--- config.mk ---
export PLATFORM = sky130hd
export DESIGN_NAME = matrix_ascii_encoder
export DESIGN_NICKNAME = d
export VERILOG_FILES = /design/src/rtl/matrix_pkg.sv /design/src/rtl/bin2dec_ascii.sv /design/src/rtl/matrix_ascii_encoder.sv
export SDC_FILE = /design/constraint.sdc
export NUM_CORES = 1
export LEC_CHECK = 0
export ABC_AREA = 1
export BUFFER_PORTS_ARGS = -buffer_cell sky130_fd_sc_hd__buf_4
export CAP_MARGIN = 20
export CORE_MARGIN = 2
export CORE_UTILIZATION = 60
export DETAILED_ROUTE_END_ITERATION = 10
export GPL_TIMING_DRIVEN = 0
export PLACE_DENSITY = 0.81
export REMOVE_ABC_BUFFERS = 1
export SKIP_LAST_GASP = 1
export SLEW_MARGIN = 20
export SYNTH_ARGS = -nofsm -noshare
export SYNTH_HDL_FRONTEND = slang
export SYNTH_SLANG_ARGS = --single-unit
export TNS_END_PERCENT = 20
--- constraint.sdc ---
create_clock -name clk -period 7.09 [get_ports clk]
set_input_delay 0 -clock clk [delete_from_list [all_inputs] [get_ports clk]]
set_output_delay 0 -clock clk [all_outputs]
set_load 0.03 [all_outputs]
--- src/rtl/matrix_pkg.sv ---
// Shared constants and FSM encoding for the matrix ASCII transmit path.
package matrix_pkg;

  localparam logic [7:0] CHAR_CR    = 8'h0D;
  localparam logic [7:0] CHAR_LF    = 8'h0A;
  localparam logic [7:0] CHAR_MINUS = 8'h2D;
  localparam logic [7:0] CHAR_ZERO  = 8'h30;

  localparam int MAX_DIM_DEF = 5;
  localparam int BUF_LEN     = 6;

  typedef enum logic [2:0] {
    ST_IDLE = 3'd0,
    ST_GET  = 3'd1,
    ST_EMIT = 3'd2,
    ST_HOLD = 3'd3,
    ST_WAIT = 3'd4,
    ST_DONE = 3'd5
  } state_t;

endpackage

--- src/rtl/bin2dec_ascii.sv ---
// Combinational byte -> sign flag plus up to three ASCII decimal digits.
module bin2dec_ascii
  import matrix_pkg::*;
(
  input  logic       i_signed,
  input  logic [7:0] i_value,
  output logic       o_neg,
  output logic [7:0] o_hund,
  output logic [7:0] o_tens,
  output logic [7:0] o_ones,
  output logic [1:0] o_ndig
);

  logic [8:0] w_mag;
  logic [6:0] w_rem;
  logic [1:0] w_h;
  logic [3:0] w_t;
  logic [3:0] w_o;

  always_comb begin
    o_neg = i_signed & i_value[7];
    // Nine bits so that -128 yields a magnitude of 128.
    w_mag = o_neg ? (9'd256 - {1'b0, i_value}) : {1'b0, i_value};
    if (w_mag >= 9'd200) begin
      w_h   = 2'd2;
      w_rem = 7'(w_mag - 9'd200);
    end else if (w_mag >= 9'd100) begin
      w_h   = 2'd1;
      w_rem = 7'(w_mag - 9'd100);
    end else begin
      w_h   = 2'd0;
      w_rem = w_mag[6:0];
    end
    w_t = 4'd0;
    for (int t = 1; t <= 9; t++) begin
      if (w_rem >= 7'(10 * t)) w_t = 4'(t);
    end
    w_o    = 4'(w_rem - 7'(10 * w_t));
    o_hund = CHAR_ZERO + {6'd0, w_h};
    o_tens = CHAR_ZERO + {4'd0, w_t};
    o_ones = CHAR_ZERO + {4'd0, w_o};
    o_ndig = (w_h != 2'd0) ? 2'd3 : ((w_t != 4'd0) ? 2'd2 : 2'd1);
  end

endmodule

--- src/rtl/matrix_ascii_encoder.sv ---
// Streams an m x n byte matrix out to uart_tx as decimal ASCII text,
// elements separated by SEP_CHAR and each row terminated with CR LF.
module matrix_ascii_encoder
  import matrix_pkg::*;
#(
  parameter int         MAX_DIM   = MAX_DIM_DEF,
  parameter bit         SIGNED_EN = 1'b0,
  parameter logic [7:0] SEP_CHAR  = 8'h20
) (
  input  logic       clk,
  input  logic       rst_n,
  input  logic       start,
  input  logic [2:0] dim_m,
  input  logic [2:0] dim_n,
  input  logic [7:0] elem_data,
  input  logic       elem_valid,
  output logic       elem_ready,
  output logic [7:0] tx_data,
  output logic       tx_start,
  input  logic       tx_busy,
  output logic       busy,
  output logic       done,
  output logic       error
);

  localparam logic [2:0] DIM_MAX = 3'(MAX_DIM);

  state_t     r_state, w_next;
  logic [2:0] r_dim_m, r_dim_n, r_row, r_col, r_idx, r_len;
  logic [7:0] r_buf [BUF_LEN];
  logic       r_error;

  logic       w_neg;
  logic [7:0] w_hund, w_tens, w_ones;
  logic [1:0] w_ndig;
  logic [7:0] w_buf [BUF_LEN];
  logic [2:0] w_pos, w_len, w_idx_next;
  logic       w_dims_ok, w_last_col, w_last_elem, w_more_bytes;

  bin2dec_ascii u_b2d (
    .i_signed (SIGNED_EN),
    .i_value  (elem_data),
    .o_neg    (w_neg),
    .o_hund   (w_hund),
    .o_tens   (w_tens),
    .o_ones   (w_ones),
    .o_ndig   (w_ndig)
  );

  assign w_dims_ok    = (dim_m != 3'd0) && (dim_m <= DIM_MAX) &&
                        (dim_n != 3'd0) && (dim_n <= DIM_MAX);
  assign w_last_col   = (r_col == r_dim_n - 3'd1);
  assign w_last_elem  = w_last_col && (r_row == r_dim_m - 3'd1);
  assign w_idx_next   = r_idx + 3'd1;
  assign w_more_bytes = (w_idx_next < r_len);
  assign error        = r_error;

  // Pack sign, significant digits and the trailing separator contiguously.
  always_comb begin
    for (int i = 0; i < BUF_LEN; i++) w_buf[i] = 8'h00;
    w_pos = 3'd0;
    if (w_neg) begin
      w_buf[w_pos] = CHAR_MINUS;
      w_pos        = w_pos + 3'd1;
    end
    if (w_ndig == 2'd3) begin
      w_buf[w_pos] = w_hund;
      w_pos        = w_pos + 3'd1;
    end
    if (w_ndig >= 2'd2) begin
      w_buf[w_pos] = w_tens;
      w_pos        = w_pos + 3'd1;
    end
    w_buf[w_pos] = w_ones;
    w_pos        = w_pos + 3'd1;
    if (w_last_col) begin
      w_buf[w_pos]         = CHAR_CR;
      w_buf[w_pos + 3'd1]  = CHAR_LF;
      w_pos                = w_pos + 3'd2;
    end else begin
      w_buf[w_pos] = SEP_CHAR;
      w_pos        = w_pos + 3'd1;
    end
    w_len = w_pos;
  end

  always_ff @(posedge clk or negedge rst_n) begin
    if (!rst_n) r_state <= ST_IDLE;
    else        r_state <= w_next;
  end

  always_comb begin
    w_next = r_state;
    case (r_state)
      ST_IDLE: if (start && w_dims_ok) w_next = ST_GET;
      ST_GET:  if (elem_valid) w_next = ST_EMIT;
      ST_EMIT: if (!tx_busy) w_next = ST_HOLD;
      ST_HOLD: w_next = ST_WAIT;
      ST_WAIT: if (!tx_busy)
                 w_next = w_more_bytes ? ST_EMIT : (w_last_elem ? ST_DONE : ST_GET);
      ST_DONE: w_next = ST_IDLE;
      default: w_next = ST_IDLE;
    endcase
  end

  always_comb begin
    elem_ready = 1'b0;
    tx_start   = 1'b0;
    tx_data    = 8'h00;
    busy       = 1'b0;
    done       = 1'b0;
    case (r_state)
      ST_GET: begin
        elem_ready = 1'b1;
        busy       = 1'b1;
      end
      ST_EMIT: begin
        busy = 1'b1;
        if (!tx_busy) begin
          tx_start = 1'b1;
          tx_data  = r_buf[r_idx];
        end
      end
      ST_HOLD, ST_WAIT: busy = 1'b1;
      ST_DONE: done = 1'b1;
      default: ;
    endcase
  end

  always_ff @(posedge clk or negedge rst_n) begin
    if (!rst_n) begin
      r_dim_m <= 3'd0;
      r_dim_n <= 3'd0;
      r_row   <= 3'd0;
      r_col   <= 3'd0;
      r_idx   <= 3'd0;
      r_len   <= 3'd0;
      r_error <= 1'b0;
      for (int i = 0; i < BUF_LEN; i++) r_buf[i] <= 8'h00;
    end else begin
      r_error <= (r_state == ST_IDLE) && start && !w_dims_ok;
      case (r_state)
        ST_IDLE: if (start && w_dims_ok) begin
          r_dim_m <= dim_m;
          r_dim_n <= dim_n;
          r_row   <= 3'd0;
          r_col   <= 3'd0;
        end
        ST_GET: if (elem_valid) begin
          r_buf <= w_buf;
          r_len <= w_len;
          r_idx <= 3'd0;
        end
        ST_WAIT: if (!tx_busy) begin
          r_idx <= w_idx_next;
          if (!w_more_bytes) begin
            if (w_last_col) begin
              r_col <= 3'd0;
              r_row <= r_row + 3'd1;
            end else begin
              r_col <= r_col + 3'd1;
            end
          end
        end
        default: ;
      endcase
    end
  end

endmodule

==> results of run 1 <==
## cells by family (layout without fill, tap and decap cells)
| family | after synthesis | count (layout) | synth area share [%] |
|---|---|---|---|
| AO/OA/AOI/OAI | 93 | 93 | 15.6 |
| buffers and inverters | 84 | 120 | 10.2 |
| multiplexers | 2 | 2 | 0.668 |
| adder cells (fa/ha/maj) | 14 | 14 | 5.42 |
| flip-flops | 51 | 51 | 37.9 |
| other | 1 | 2 | 0.111 |
| AND/OR/NAND/NOR | 194 | 194 | 26.2 |
| XOR/XNOR | 15 | 15 | 3.90 |
## flip-flops by register name, indices dropped and copies added (netlist names)
name and flops:
r_dim_m 3, r_idx 3, r_row 3, r_state 3, error 1, r_buf 29
r_col 3, r_dim_n 3, r_len 3
## power groups by stage
stage          combinational, mW  clock [mW]  sequential [mW]
5_1_grt                    0.720       0.183            0.469
3_5_place_dp               0.626           0            0.462
6_report                   0.638       0.168            0.457
4_1_cts                    0.636       0.170            0.456
2_1_floorplan              0.472           0            0.447
3_3_place_gp               0.606           0            0.457
## stage by stage
stage          hold slack (ns)  utilization, %
2_1_floorplan           -0.296               -
3_3_place_gp            0.0608            65.8
3_5_place_dp            0.0664            66.1
4_1_cts                  0.266            69.7
5_1_grt                  0.301            69.7
6_report                 0.255            69.7
## synthesized netlist by cell type, drive strengths merged
cell     n  area (µm²)
nand3b   3        35.0
o31ai    1        7.51
or2      2        12.5
a21o     1        7.51
o21a     1        7.51
clkbuf   7        26.3
o21bai   1        7.51
o311ai   1        8.76
o21ai   41         205
buf      6        52.6
nor3     7        51.3
a21boi   1        7.51
o22ai    4        25.0
mux2     2        22.5
inv     71         267
a22oi    2        15.0
o41ai    1        8.76
a211oi   3        22.5
o221ai   2        17.5
a21oi   32         168
a211o    1        8.76
conb     1        3.75
dfrtp   51        1280
nand3   24         135
nor2    61         249
nand2   94         383
ha      13         163
nand4    3        18.8
fa       1        20.0
o211ai   1        7.51
xnor2    7        61.3
xor2     8        70.1
## worst register-to-register path, delay by kind of cell (launching register included)
family | cells | cell delay, ns
AND/OR/NAND/NOR | 3 | 0.72
XOR/XNOR | 1 | 0.15
flip-flops | 1 | 0.78
adder cells (fa/ha/maj) | 2 | 0.56
multiplexers | 1 | 0.39
buffers and inverters | 3 | 0.31
AO/OA/AOI/OAI | 1 | 0.08
## path summary, 6_finish.rpt
path	startpoint	endpoint	slack (ns)	cells after the start
max in group asynchronous	rst_n	r_buf[40]	6.41	2
min in group clk	elem_data[1]	r_buf[33]	0.27	4
setup / recovery	elem_data[0]	r_buf[27]	3.74	28
hold / removal	rst_n	r_buf[20]	0.26	2
hold reg to reg	r_buf[44]	r_buf[44]	0.47	1
setup reg to reg	r_idx[0]	r_dim_n[2]	4.01	11
## routing by layer
metal / GRT usage (%) / part of all wire (%) / vias to the layer above
li1: - / - / 1529
met2: 44.7 / 49 / 81
met3: 3.30 / 4.2 / 6
met4: 5.52 / 1.0 / 0
met1: 34.8 / 46 / 1414
met5: 0 / 0 / -
## area by class of cell
| cell class | count | share of cell area [%] |
|---|---|---|
| multi-input cells | 320 | 46.0 |
| clock buffers | 5 | 1.80 |
| inverters | 71 | 6.99 |
| repair buffers | 41 | 8.89 |
| well taps | 72 | 2.36 |
| clock inverters | 3 | 0.492 |
| flip-flops and latches | 51 | 33.5 |
==> impl_metrics.ini, run 1 <==
[clock_network]
path_clk_slew_ns = 0.09
post_cts_resized = 0
clk_latency_ns = 0.31
cts_buffers = 5
cts_hold_buffers = 11
root_buffer = clkbuf_8
htreeDepth = 2
post_cts_buffers = 0
cts_tree = done
clockBufferDepth = 2
cts_sinks = 51

[place]
pre_cts_ws_ns = 3.74
portBuffers = 29
dp_hpwl_um = 5480
placed_area_mm2 = 0.00362
finalWeightedCongestion = 0.877
placedCellCount = 544

[layout]
area_growth_pct = 13.2
most-common-layout-cells = 84 x nand2_1, 67 x inv_1, 54 x nor2_1, 51 x dfrtp_1, 37 x o21ai_0
num-nets-final = 523
stdcell_area_mm2 = 0.00381
insertedDiodeCount = 0
multi_input_area_mm2 = 0.00176
layout-drive-gt1-share_pct = 14.5
regArea_mm2 = 0.00128
instances_no_fill = 563
n_fill_cell = 467
final_common_cell = nand2_1

[synthesis]
ys_types = 44
ys_seq_area_share_pct = 37.9
ys_ff_latch = 51
synth_cells = 454
syn_area_per_cell_um2 = 7.42
syn_area_mm2 = 0.00337
ys_warn_count = 0

[sta]
finClkSkew_ns = 0.0168
rsz0062_at_grt = false
fmax_mhz = 298
setup_ws_ns = 3.74
drv_slew = 0
setup_viol = 0
min_period_over_period_pct = 47.3
setup_tns_ns = 0
worstMarginPinSlew_ns = 0.657
max_slew_margin_pct = 56.2
hold_violations = 0
fin_crit_ns = 3.35

[setup_path]
crit_family = simple AND/OR/NAND/NOR gates
startpoint_type = input pin
cp_data_required_time_ns = 7.27
critPathBufInv = 4
critPathMostFrequentCell = nand2_1
critPathMaxFanout = 11
worstSetupEndpointType = register
critPathArrivalTime_ns = 3.54
cpPeakStageDelay_ns = 0.53
slowest_stage = dlygate4sd3_1
path_class = in -> reg

[routing]
route.detailed.drc = 0
vias = 3030
drtIter0Drc = 169
wirelength_um = 7370
via_per_inst = 5.38
wire_per_inst_um = 13.1
ant_nets = 0
drt-pass1-iter-count = 5

[floorplanning]
die_x_um = 79.0
initial_core_util_pct = 61.6
coreArea_mm2 = 0.00547
ioPinCount = 32
die_h_um = 79.0
num_rows = 27
die-area_mm2 = 0.00623

[grt]
grt_pass1_wl_um = 13000
grt_max_degree = 52
antenna_found_initial = 0
grt_overflow = 0
track_usage_pct = 25.7
grt_pass1_vias = 2898

[pwr]
internal_power_uw = 702
pwr_density_cell_mw_per_mm2 = 331
p_leak_nw = 1.95
power_frac_seq_pct = 36.2
p_sw_share_pct = 44.4
p_sw_uw = 561
p_comb_share_pct = 50.5
ir_worst_vdd_v = 0.000189
power_mw = 1.26
clockPowerShare_pct = 13.3

[hold_path]
min-delay-path-class = in -> async

[run_status]
outcome = complete, no violations

[run]
cap_violations = 0
No activity file was read; power rests on OpenSTA's default activity.
==> run 2: changes to the inputs <==
--- a/config.mk
+++ b/config.mk
@@ -5,14 +5,14 @@
 export SDC_FILE = /design/constraint.sdc
 export NUM_CORES = 1
 export LEC_CHECK = 0
-export ABC_AREA = 1
+export ABC_AREA = 0
 export BUFFER_PORTS_ARGS = -buffer_cell sky130_fd_sc_hd__buf_4
 export CAP_MARGIN = 20
 export CORE_MARGIN = 2
 export CORE_UTILIZATION = 60
 export DETAILED_ROUTE_END_ITERATION = 10
 export GPL_TIMING_DRIVEN = 0
-export PLACE_DENSITY = 0.81
+export PLACE_DENSITY = 0.8
 export REMOVE_ABC_BUFFERS = 1
 export SKIP_LAST_GASP = 1
 export SLEW_MARGIN = 20
==> constraint.sdc (replaced) <==
create_clock -name clk -period 3.4 [get_ports clk]
set_input_delay 0 -clock clk [delete_from_list [all_inputs] [get_ports clk]]
set_output_delay 0 -clock clk [all_outputs]
set_load 0.03 [all_outputs]
==> run 2 against run 1 <==
Compared with the run above:
- combinational power up 97%
- sequential share of layout area down 0.81 points
- worst setup slack worse by 3.6 ns
- routed wire length down 3.5%
- via count down 10%
- first-iteration DRC count up 5.3%
- largest cell class unchanged
- largest power group unchanged
==> impl_metrics.ini, run 2 <==
[run_status]
outcome = complete, no violations

[place]
portBuffers = 29
pre_cts_ws_ns = -0.431
dp_hpwl_um = 4960
finalWeightedCongestion = 0.877

[floorplanning]
initial_core_util_pct = 62.4
num_rows = 27
coreArea_mm2 = 0.00554
ioPinCount = 32
die-area_mm2 = 0.00638
die_h_um = 79.9
die_x_um = 79.9

[sta]
min_period_over_period_pct = 95.3
fmax_mhz = 309
rsz0062_at_grt = false
setup_ws_ns = 0.159
fin_crit_ns = 3.24
hold_violations = 0
worstMarginPinSlew_ns = 0.693
drv_slew = 0
setup_viol = 0
finClkSkew_ns = 0.0119
hold_slack_ns = 0.0309
max_slew_margin_pct = 53.6

[layout]
most-common-layout-cells = 51 x dfrtp_1, 42 x nand2_1, 35 x buf_4, 22 x o21ai_0, 21 x a21oi_1
largest_reg_flops = 29
layout-drive-gt1-share_pct = 22.8
regArea_mm2 = 0.00128
final_common_cell = dfrtp_1
top_register = r_buf
area_growth_pct = 13.1
multi_input_area_mm2 = 0.00202
fin_util_pct = 70.6
n_fill_cell = 441
insertedDiodeCount = 0
num-nets-final = 422

[setup_path]
worstSetupEndpointType = register
critPathMaxFanout = 13
path_class = in -> reg
critPathArrivalTime_ns = 3.42
cp_data_required_time_ns = 3.58
r2r_setup_slack_ns = 0.64
startpoint = elem_data[3]
r2r-start = r_idx[0]
startpoint_type = input pin

[synthesis]
synth_cells = 356
ys.flop_type = dfrtp_1
ys_types = 81
synth_top_area_cell = dfrtp_1
synth.top_cells.by_area = dfrtp_1 37%, ha_1 4.7%, nand2_1 4.7%
ys_warn_count = 0
async_flop_share_pct = 100
synthAdderAreaFrac_pct = 5.29
synthXorXnorAreaFrac_pct = 5.54
synth_compound_area_share_pct = 20.6
ys_ff_latch = 51
syn_area_per_cell_um2 = 9.71
synth_most_common_cell = dfrtp_1
synth_commonest_cells = 51 x dfrtp_1, 43 x nand2_1, 22 x o21ai_0, 21 x a21oi_1
synthSimpleGateAreaFrac_pct = 17.6
muxShareOfSynthArea_pct = 8.73
synth_top_family_by_area = compound AO/OA/AOI/OAI gates
synth_top_area_share_pct = 36.9
synth_edf_count = 0
syn_area_mm2 = 0.00346
ys_seq_area_share_pct = 36.9

[run]
cap_violations = 0

[clock_network]
root_buffer = clkbuf_8
path_clk_slew_ns = 0.10
cts_buffers = 5
cts_sinks = 51
clk_latency_ns = 0.31
clockBufferDepth = 2
cts_tree = done
htreeDepth = 2

[routing]
drt-pass1-iter-count = 4
route.detailed.drc = 0
ant_nets = 0
wire_per_inst_um = 15.4
via_per_inst = 5.87
vias = 2712
wirelength_um = 7110
drtIter0Drc = 178

[pwr]
p_leak_nw = 1.77
pwr_density_cell_mw_per_mm2 = 680
power_mw = 2.66
ir_worst_vdd_v = 0.000477

[grt]
grt_overflow = 0
grt_pass1_vias = 2650
antenna_found_initial = 0
track_usage_pct = 24.2
grt_max_degree = 52
grt_pass1_wl_um = 12200

[hold_path]
min-delay-path-class = in -> reg
holdCritStartpoint = tx_busy
## run 2: timing repair
action / 4_1_cts / 5_1_grt
buffers inserted: 2 / 4
hold buffers: 9 / 0
setup endpoints to repair: 4 / 6
pin swaps: 1 / 2
hold endpoints to repair: 59 / 0
resized for setup: 1 / 2
## run 2: path summary, 6_finish.rpt
check,end,cells after the start
setup / recovery,r_buf[34],16
setup reg to reg,r_row[2],8
max in group asynchronous,r_dim_m[2],2
hold / removal,r_idx[0],3
min in group asynchronous,r_buf[2],2
hold reg to reg,r_buf[28],2
## run 2: routing by layer
metal	vias up	GRT usage (%)	share of wire (%)
li1	1333	-	-
met1	1312	32.9	47
met2	54	39.2	49
met3	13	3.62	2.9
met4	0	9.15	2.0
met5	-	0	0
## run 2: cell type report
type / count / share of cell area, %
multi-input cells: 267 / 51.7
flip-flops and latches: 51 / 32.6
repair buffers: 44 / 9.02
well taps: 72 / 2.30
clock buffers: 7 / 2.21
inverters: 20 / 1.92
clock inverters: 1 / 0.224
## run 2: kinds of logic (layout without fill, tap and decap cells)
kind of cell	after synthesis	in the layout
compound gates	101	101
xor+xnor	18	18
fa+ha+maj	14	14
buf+inv	39	72
flops	51	51
mux	21	21
other cells	1	2
simple gates	111	111
## run 2: report_power, final
group	switching (mW)	leakage (nW)	internal (mW)
clock network	0.207	0.0484	0.167
logic	0.685	1.08	0.577
registers	0.200	0.646	0.822
## run 2: worst max-delay path, cell delays in order
cell and delay (ns):
buf_4 0.15, inv_2 0.10, ha_2 0.22, or3b_4 0.43, o21a_4 0.27, and3_4 0.20, or2_4 0.31, o31a_1 0.32
o311ai_2 0.07, o22ai_2 0.16, ha_1 0.20, inv_1 0.06, fa_1 0.45, a211o_1 0.29, o21ai_1 0.11, o21ai_1 0.07
## run 2: per-stage QoR
step                      std cells  setup TNS [ns]  area (µm²)
after floorplan                 338               0        3360
after global placement          439           -1.81        3660
after detailed placement        439           -2.14        3670
after CTS                       458               0        3880
after global routing            462               0        3910
final                           462               0        3910
==> run 3: changes to the inputs <==
--- a/config.mk
+++ b/config.mk
@@ -8,12 +8,11 @@
 export ABC_AREA = 0
 export BUFFER_PORTS_ARGS = -buffer_cell sky130_fd_sc_hd__buf_4
 export CAP_MARGIN = 20
-export CORE_MARGIN = 2
 export CORE_UTILIZATION = 60
 export DETAILED_ROUTE_END_ITERATION = 10
 export GPL_TIMING_DRIVEN = 0
+export HOLD_SLACK_MARGIN = 0.12
 export PLACE_DENSITY = 0.8
-export REMOVE_ABC_BUFFERS = 1
 export SKIP_LAST_GASP = 1
 export SLEW_MARGIN = 20
 export SYNTH_ARGS = -nofsm -noshare
==> run 3 against run 2 <==
Compared with the run above:
- first-iteration DRC count up 6.2%
- combinational power up 9.5%
- clock skew down 0.0066 ns
- critical path type unchanged
- sequential cell count unchanged
- routed wire length up 2.5%
- via count up 2.0%
- critical endpoint is now r_buf[35]
- clock power down 8.6%
- non-clock buffer count up 15
- sequential share of layout area down 0.91 points
- register-to-register slack better by 0.08 ns
==> impl_metrics.ini, run 3 (synthesized netlist as in run 2, its figures left out) <==
[layout]
stdcell_area_mm2 = 0.00402
most-common-layout-cells = 51 x dfrtp_1, 43 x nand2_1, 32 x buf_4, 22 x o21ai_0, 21 x a21oi_1
multi_input_area_mm2 = 0.00206
insertedDiodeCount = 0
largest_reg_flops = 29
num-nets-final = 437
fin_util_pct = 72.6
final_common_cell = dfrtp_1
top_register = r_buf
area_growth_pct = 16.4
n_fill_cell = 429
regArea_mm2 = 0.00128
layout-drive-gt1-share_pct = 23.0

[floorplanning]
die-area_mm2 = 0.00607
num_rows = 27
ioPinCount = 32
coreArea_mm2 = 0.00554
die_h_um = 77.9
initial_core_util_pct = 62.4
die_x_um = 77.9

[setup_path]
r2r_setup_slack_ns = 0.72
critPathMostFrequentCell = o21ai_1
rr_worst_depth = 8
path_cells = dlygate4sd3_1, buf_4, nor3b_4, o21ai_4, buf_6, o21ai_1, mux2_2, o21ai_0, a311oi_1, a21oi_1, fa_1, xor2_2, xnor2_2, o21ai_1
startpoint_type = input pin
critPathBufInv = 3
r2r-start = r_state[2]
cp_data_required_time_ns = 3.59
critPathMaxFanout = 10
worstSetupEndpointType = register
cpPeakStageDelay_ns = 0.54
slowest_stage = dlygate4sd3_1
path_class = in -> reg
r2r_end = r_row[2]
critPathArrivalTime_ns = 3.49
crit_family = compound AO/OA/AOI/OAI gates

[grt]
grt_use_met3_pct = 3.65
grt_overflow = 0
top_usage_layer = met2
grt_pass1_wl_um = 12400
grt_pass1_vias = 2764
track_usage_pct = 25.9
grt_util_met1_pct = 33.7
grt_use_met2_pct = 44.2
grt_max_degree = 52
antenna_found_initial = 0

[sta]
hold_violations = 0
setup_ws_ns = 0.0980
drv_slew = 0
worstMarginPinSlew_ns = 0.668
max_slew_margin_pct = 55.5
finClkSkew_ns = 0.00535
setup_viol = 0
fmax_mhz = 303
min_period_over_period_pct = 97.1
fin_crit_ns = 3.30
rsz0062_at_grt = false

[clock_network]
root_buffer = clkbuf_8
clk_latency_ns = 0.30
cts_buffers = 5
htreeDepth = 2
path_clk_slew_ns = 0.09
clockBufferDepth = 2
cts_tree = done
cts_sinks = 51

[hold_path]
hold_path_depth = 4
min-delay-path-class = in -> reg
min_delay_worst_endpoint = r_buf[40]
holdCritStartpoint = elem_data[4]

[routing]
via_per_inst = 5.80
drt-pass1-iter-count = 4
ant_nets = 0
route.detailed.drc = 0
drtIter0Drc = 189
wirelength_um = 7290
wire_per_inst_um = 15.3
vias = 2766

[pwr]
ir_worst_vdd_v = 0.000397
pwr_density_cell_mw_per_mm2 = 665
p_leak_nw = 1.81

[place]
finalWeightedCongestion = 0.886
dp_hpwl_um = 5390
portBuffers = 28
pre_cts_ws_ns = -0.506
placed_area_mm2 = 0.00376

[run]
cap_violations = 0

[run_status]
outcome = complete, no violations
## run 3: cell types whose count changed in the layout (fill, tap and decap cells not counted), moves of 2 or more
cell,delta
buf_4,-3
buf_6,+3
clkbuf_1,+10
dlygate4sd3_1,+2
## run 3: worst max path at each step
stage | startpoint | endpoint | slack (ns) | cells past startpoint
2_1_floorplan | elem_data[3] | r_buf[34] | 0.02 | 17
3_3_place_gp | elem_data[3] | r_buf[35] | -0.42 | 17
3_5_place_dp | elem_data[3] | r_buf[35] | -0.51 | 17
4_1_cts | elem_data[3] | r_buf[34] | 0.01 | 18
5_1_grt | elem_data[0] | r_buf[43] | 0.0009 | 14
6_report | elem_data[0] | r_buf[35] | 0.1 | 14
## run 3: repair_timing
item	in CTS	in global routing
setup buffers	1	1
endpoints found under the hold margin	62	0
gates resized for setup	3	5
setup endpoints to repair	4	6
hold buffers	11	0
pin swaps	2	4
cloned	0	0
## run 3: layout make-up
cell class / count / share of cell area [%]
inverters: 20 / 1.87
clock buffers: 6 / 1.80
repair buffers: 41 / 8.34
plain buffers: 18 / 2.49
multi-input cells: 267 / 51.2
well taps: 72 / 2.24
flip-flops and latches: 51 / 31.7
clock inverters: 2 / 0.311
## run 3: through the flow
step	power [mW]	hold WS (ns)	TNS, ns	instances
global placement	2.24	0.0613	-2.07	457
detailed placement	2.30	0.0660	-2.45	457
global route	2.89	0.225	0	477
floorplan	1.96	-0.296	0	357
CTS	2.66	0.202	0	477
finish	2.67	0.208	0	477
## run 3: layer usage
metal | part of all wire, % | vias up
li1 | - | 1365
met1 | 46 | 1335
met2 | 49 | 54
met3 | 2.8 | 12
met4 | 1.8 | 0
met5 | 0 | -
## run 3: report_power, final
group	internal (mW)	switching (mW)	leakage [nW]
Sequential	0.823	0.130	0.646
Combinational	0.603	0.776	1.12
Clock	0.144	0.198	0.0412
## run 3: tightest hold or removal path, stage by stage
cell and delay (ns):
buf_4 0.11, or3_4 0.14, o21a_4 0.16, a221oi_2 0.06
